## config.mk

```make
export PLATFORM = sky130hd
export DESIGN_NAME = vend_ctrl
export DESIGN_NICKNAME = d
export VERILOG_FILES = /design/src/rtl/vend_ctrl.sv
export SDC_FILE = /design/constraint.sdc
export NUM_CORES = 1
export LEC_CHECK = 0
export ABC_CLOCK_PERIOD_IN_PS = 2850
export CORE_MARGIN = 10
export CORE_UTILIZATION = 54
export CTS_CLUSTER_SIZE = 14
export DETAILED_ROUTE_END_ITERATION = 8
export PLACE_DENSITY = 0.85
export SKIP_LAST_GASP = 1
export SLEW_MARGIN = 10
export SYNTH_ARGS = -nofsm -noshare
export SYNTH_HDL_FRONTEND = slang
export SYNTH_SLANG_ARGS = --single-unit
```

## constraint.sdc

```tcl
create_clock -name clk -period 2.85 [get_ports clk]
set_input_delay 0.285 -clock clk [delete_from_list [all_inputs] [get_ports clk]]
set_output_delay 0.285 -clock clk [all_outputs]
set_load 0.005 [all_outputs]
```

## src/rtl/vend_ctrl.sv

```systemverilog
// Candy vending controller: decodes edge-qualified keypad commands, keeps a
// saturating credit balance and generates fixed-length dispense / change strobes.
module vend_ctrl #(
    parameter int CREDIT_W    = 12,
    parameter int COIN_A_VAL  = 100,
    parameter int COIN_B_VAL  = 500,
    parameter int CANDY_PRICE = 300,
    parameter int CREDIT_MAX  = 2000,
    parameter int PULSE_CYC   = 4
) (
    input  logic                clk,
    input  logic                rst_n,
    input  logic [2:0]          key_code,
    output logic [CREDIT_W-1:0] credit,
    output logic                candy_out,
    output logic                change_out,
    output logic [CREDIT_W-1:0] change_val,
    output logic                coin_reject,
    output logic                no_funds,
    output logic                busy
);

    localparam int CNT_W = (PULSE_CYC > 1) ? $clog2(PULSE_CYC) : 1;

    localparam logic [CREDIT_W:0]   COIN_A_W = (CREDIT_W+1)'(COIN_A_VAL);
    localparam logic [CREDIT_W:0]   COIN_B_W = (CREDIT_W+1)'(COIN_B_VAL);
    localparam logic [CREDIT_W:0]   MAX_W    = (CREDIT_W+1)'(CREDIT_MAX);
    localparam logic [CREDIT_W-1:0] PRICE_W  = CREDIT_W'(CANDY_PRICE);
    localparam logic [CNT_W-1:0]    CNT_LOAD = CNT_W'(PULSE_CYC - 1);

    typedef enum logic [1:0] {
        S_IDLE,
        S_DISPENSE,
        S_CHANGE
    } state_t;

    state_t              state_q, state_d;
    logic [2:0]          prev_q, prev_d;
    logic [CNT_W-1:0]    cnt_q, cnt_d;
    logic [CREDIT_W-1:0] credit_q, credit_d;
    logic [CREDIT_W-1:0] change_val_q, change_val_d;
    logic                candy_q, candy_d;
    logic                change_q, change_d;
    logic                reject_q, reject_d;
    logic                nofunds_q, nofunds_d;

    logic [CREDIT_W:0]   coin_val;
    logic [CREDIT_W:0]   coin_sum;

    always_ff @(posedge clk or negedge rst_n) begin
        if (!rst_n) begin
            state_q      <= S_IDLE;
            prev_q       <= 3'b000;
            cnt_q        <= '0;
            credit_q     <= '0;
            change_val_q <= '0;
            candy_q      <= 1'b0;
            change_q     <= 1'b0;
            reject_q     <= 1'b0;
            nofunds_q    <= 1'b0;
        end else begin
            state_q      <= state_d;
            prev_q       <= prev_d;
            cnt_q        <= cnt_d;
            credit_q     <= credit_d;
            change_val_q <= change_val_d;
            candy_q      <= candy_d;
            change_q     <= change_d;
            reject_q     <= reject_d;
            nofunds_q    <= nofunds_d;
        end
    end

    // Sum is one bit wider than credit so the limit check cannot wrap.
    always_comb begin
        coin_val = (key_code == 3'b010) ? COIN_B_W : COIN_A_W;
        coin_sum = {1'b0, credit_q} + coin_val;
    end

    always_comb begin
        state_d      = state_q;
        prev_d       = key_code;
        cnt_d        = cnt_q;
        credit_d     = credit_q;
        change_val_d = change_val_q;
        candy_d      = candy_q;
        change_d     = change_q;
        reject_d     = 1'b0;
        nofunds_d    = 1'b0;

        case (state_q)
            S_IDLE: begin
                // Only a fresh press (previous cycle idle) is a command.
                if (prev_q == 3'b000) begin
                    case (key_code)
                        3'b001, 3'b010: begin
                            if (coin_sum <= MAX_W) begin
                                credit_d = coin_sum[CREDIT_W-1:0];
                            end else begin
                                reject_d = 1'b1;
                            end
                        end
                        3'b101: begin
                            if (credit_q >= PRICE_W) begin
                                credit_d = credit_q - PRICE_W;
                                candy_d  = 1'b1;
                                cnt_d    = CNT_LOAD;
                                state_d  = S_DISPENSE;
                            end else begin
                                nofunds_d = 1'b1;
                            end
                        end
                        3'b110: begin
                            if (credit_q != '0) begin
                                change_val_d = credit_q;
                                credit_d     = '0;
                                change_d     = 1'b1;
                                cnt_d        = CNT_LOAD;
                                state_d      = S_CHANGE;
                            end
                        end
                        default: ;
                    endcase
                end
            end
            S_DISPENSE, S_CHANGE: begin
                if (cnt_q == '0) begin
                    state_d      = S_IDLE;
                    candy_d      = 1'b0;
                    change_d     = 1'b0;
                    change_val_d = '0;
                end else begin
                    cnt_d = cnt_q - CNT_W'(1);
                end
            end
            default: state_d = S_IDLE;
        endcase
    end

    assign credit      = credit_q;
    assign candy_out   = candy_q;
    assign change_out  = change_q;
    assign change_val  = change_val_q;
    assign coin_reject = reject_q;
    assign no_funds    = nofunds_q;
    assign busy        = (state_q != S_IDLE);

endmodule

```

==> results.toml <==
[cts]
cts_htree_levels = 2
cts_buffers = 5
clkLatencyLatePin_ns = 0.29
cts_tree = "built"
clock-sinks = 32
clk_pin_slew_ns = 0.07
post_cts_buffers = 0
clockRootBuffer = "clkbuf_8"
clk_path_buf_depth = 2

[synthesis]
synthTopCellsByArea = "dfrtp_1 37%, nand2_1 6.0%, o21ai_0 5.4%, nor2_1 3.9%, o31ai_1 3.5%"
synth_top_area_share_pct = 37.4
postSynthAreaPerCell_sq_um = 8.06
postSynth.asyncResetShare_pct = 100
muxShareOfSynthArea_pct = 1.98
yosys_warnings = 0
synth_xor_area_share_pct = 3.27
synthAdderAreaFrac_pct = 3.39
synth-seq-cells = 32
synth_compound_area_share_pct = 23.9
ys.flop_type = "dfrtp_1"
synth_top_family_by_area = "compound AO/OA/AOI/OAI gates"
synth_cell_types = 50
synth_top_cell_by_area = "dfrtp_1"
synth_edf_count = 0
synth_cells = 266
synth.yosys.seq_area_share_pct = 37.4
syn-cell-area_sq_um = 2140
yosys.area_share.simple_pct = 22.5

[routing]
first_pass_iters = 7
vias_per_cell = 6.02
avgRoutedWirePerCell_microns = 15.9
wl_mm = 5.68
vias = 2148
antenna_left = 0
drt_iter0_drc = 144
drc = 0

[setup_path]
worst_setup_path_end_kind = "register"
critPathArrivalTime_ns = 2.91
critPathKind = "reg -> reg"
crit_chain = "ha_1 > a211o_1 > a31o_1 > nand3_1 > xor2_1 > o41a_1 > o21ai_4 > buf_4 > a211oi_1 > a21o_1"
critPathTopFamily = "compound AO/OA/AOI/OAI gates"
worstRegToRegCells = 10
crit_buf_inv = 1
critPathRequiredTime_ns = 3.02
slowest_delay_ns = 0.49
cp.depth = 10
startpoint = "credit[3]"
crit_slowest_cell = "o41a_1"
regToRegSetupSlack_ns = 0.11
cp-start-kind = "register"
endpoint = "credit[10]"
timing.rr.start = "credit[3]"
reg2reg_to = "credit[10]"
path_max_fanout = 6

[placement]
gp_congestion = 0.981
place_area_sq_um = 2610
placed_cells = 349
hpwlAfterDp_mm = 4.23
port_buffers = 31

[timing]
fin_crit_sh_pct = 96.1
fmax_mhz = 365
drv_slew = 0
final_hold_viol_count = 0
skew_ns = 0.00991
setup_viol = 0
max_slew.worst_pin.slew_ns = 0.549
period_minus_slack_ns = 2.74
rsz0062_at_grt = "no"
maxSlewHeadroom_pct = 63.1

[flow_run]
max_cap_violations = 0

[grt]
grt_first_pass_wirelength_mm = 9.40
overflow = 0
antenna_found_initial = 0
grt_pass1_vias = 1971
grt_max_degree = 33
grt_usage_pct = 15.9

[final_layout]
final_common_cell = "nand2_1"
diodes = 0
nNetsFinal = 318
drive_gt1_share_pct = 12.9
fin_cells = 357
fin_area_sq_um = 2700
post-route-util_pct = 72.2
area_delta_synth_final_pct = 26.1
final_cell_mix = "34 x nand2_1, 31 x dfrtp_1, 31 x clkdlybuf4s50_1"

[floorplan]
dieHeight_microns = 83
die_x_microns = 83
rows = 22
io-pin-count = 34
core_area_sq_um = 3740
initial_core_util_pct = 57.3
die_area_sq_um = 6890

[pwr]
total_power_uw = 2620
total_leakage_power_uw = 0.00116
pwr_density_cell_nw_per_um2 = 971
peakVddDrop_mv = 0.442

[min_path]
hold_class = "in -> async"

[outcome]
status = "finished clean"
==> state kept, by name, summed over array words and instances (netlist names) <==
signal and count:
coin_reject 1, credit 10, cnt_q 2, candy_out 1
state_q 2, change_val 11, no_funds 1, change_out 1
prev_q 3
==> power breakdown <==
group	leakage (uW)	switching, uW	internal (uW)
Clock	0.0000455	164	197
Sequential	0.000404	178	601
Combinational	0.000713	800	684
Total	0.00116	1140	1480
==> synth_stat cells (4+ instances only) <==
library cell	instances
a211oi_1	4
a21oi_1	9
a22oi_1	5
a31oi_1	4
and2_1	4
buf_4	5
clkbuf_1	15
dfrtp_1	32
ha_1	5
inv_1	13
nand2_1	34
nand2b_1	5
nand3_1	12
nand4_1	4
nor2_1	22
nor3_1	5
o21ai_0	23
o22ai_1	6
o31ai_1	10
xnor2_1	5
==> how the worst min path moves through the flow <==
| stage | from | end | slack, ns | cells past startpoint |
|---|---|---|---|---|
| after CTS | rst_n | change_val[6] | 0.41 | 2 |
| after global placement | change_val[9] | change_val[9] | 0.46 | 2 |
| after detailed placement | state_q[0] | state_q[0] | 0.47 | 2 |
| after floorplan | rst_n | candy_out | -0.01 | 0 |
| final | rst_n | cnt_q[0] | 0.39 | 2 |
| after global routing | rst_n | credit[5] | 0.44 | 2 |
==> through the flow <==
step | worst slack [ns] | hold slack (ns) | setup TNS, ns
floorplan | 0.171 | -0.0106 | 0
global placement | -0.0143 | 0.460 | -0.0143
detailed placement | -0.100 | 0.472 | -0.364
CTS | 0.151 | 0.411 | 0
global route | 0.0334 | 0.436 | 0
finish | 0.110 | 0.393 | 0
==> what timing repair did <==
item,4_1_cts,5_1_grt
hold buffers,0,0
gates resized for setup,0,2
setup endpoints to repair,0,2
hold endpoints to repair,0,0
==> area by class of cell <==
cell class | count | area (sq um)
Tap cell | 48 | 60.1
Inverter | 13 | 48.8
Fill cell | 303 | 1040
Multi-Input combinational cell | 198 | 1190
Clock buffer | 8 | 90.1
Sequential cell | 32 | 802
Timing Repair Buffer | 58 | 513
==> layer usage <==
metal	GRT usage [%]	routed length [microns]
met2	24.2	2620
met1	19.0	2420
met5	0	0
met3	4.88	442
met4	9.69	195
==> kinds of logic after synthesis <==
logic type                 after synthesis
and+or+nand+nor                        100
AOI/OAI and AO/OA                       78
buffers and inverters                   37
DFF                                     32
xor gates and xnor gates                 8
adders and majority gates                6
muxes                                    4
other                                    1
(Power assumes the default switching activity.)
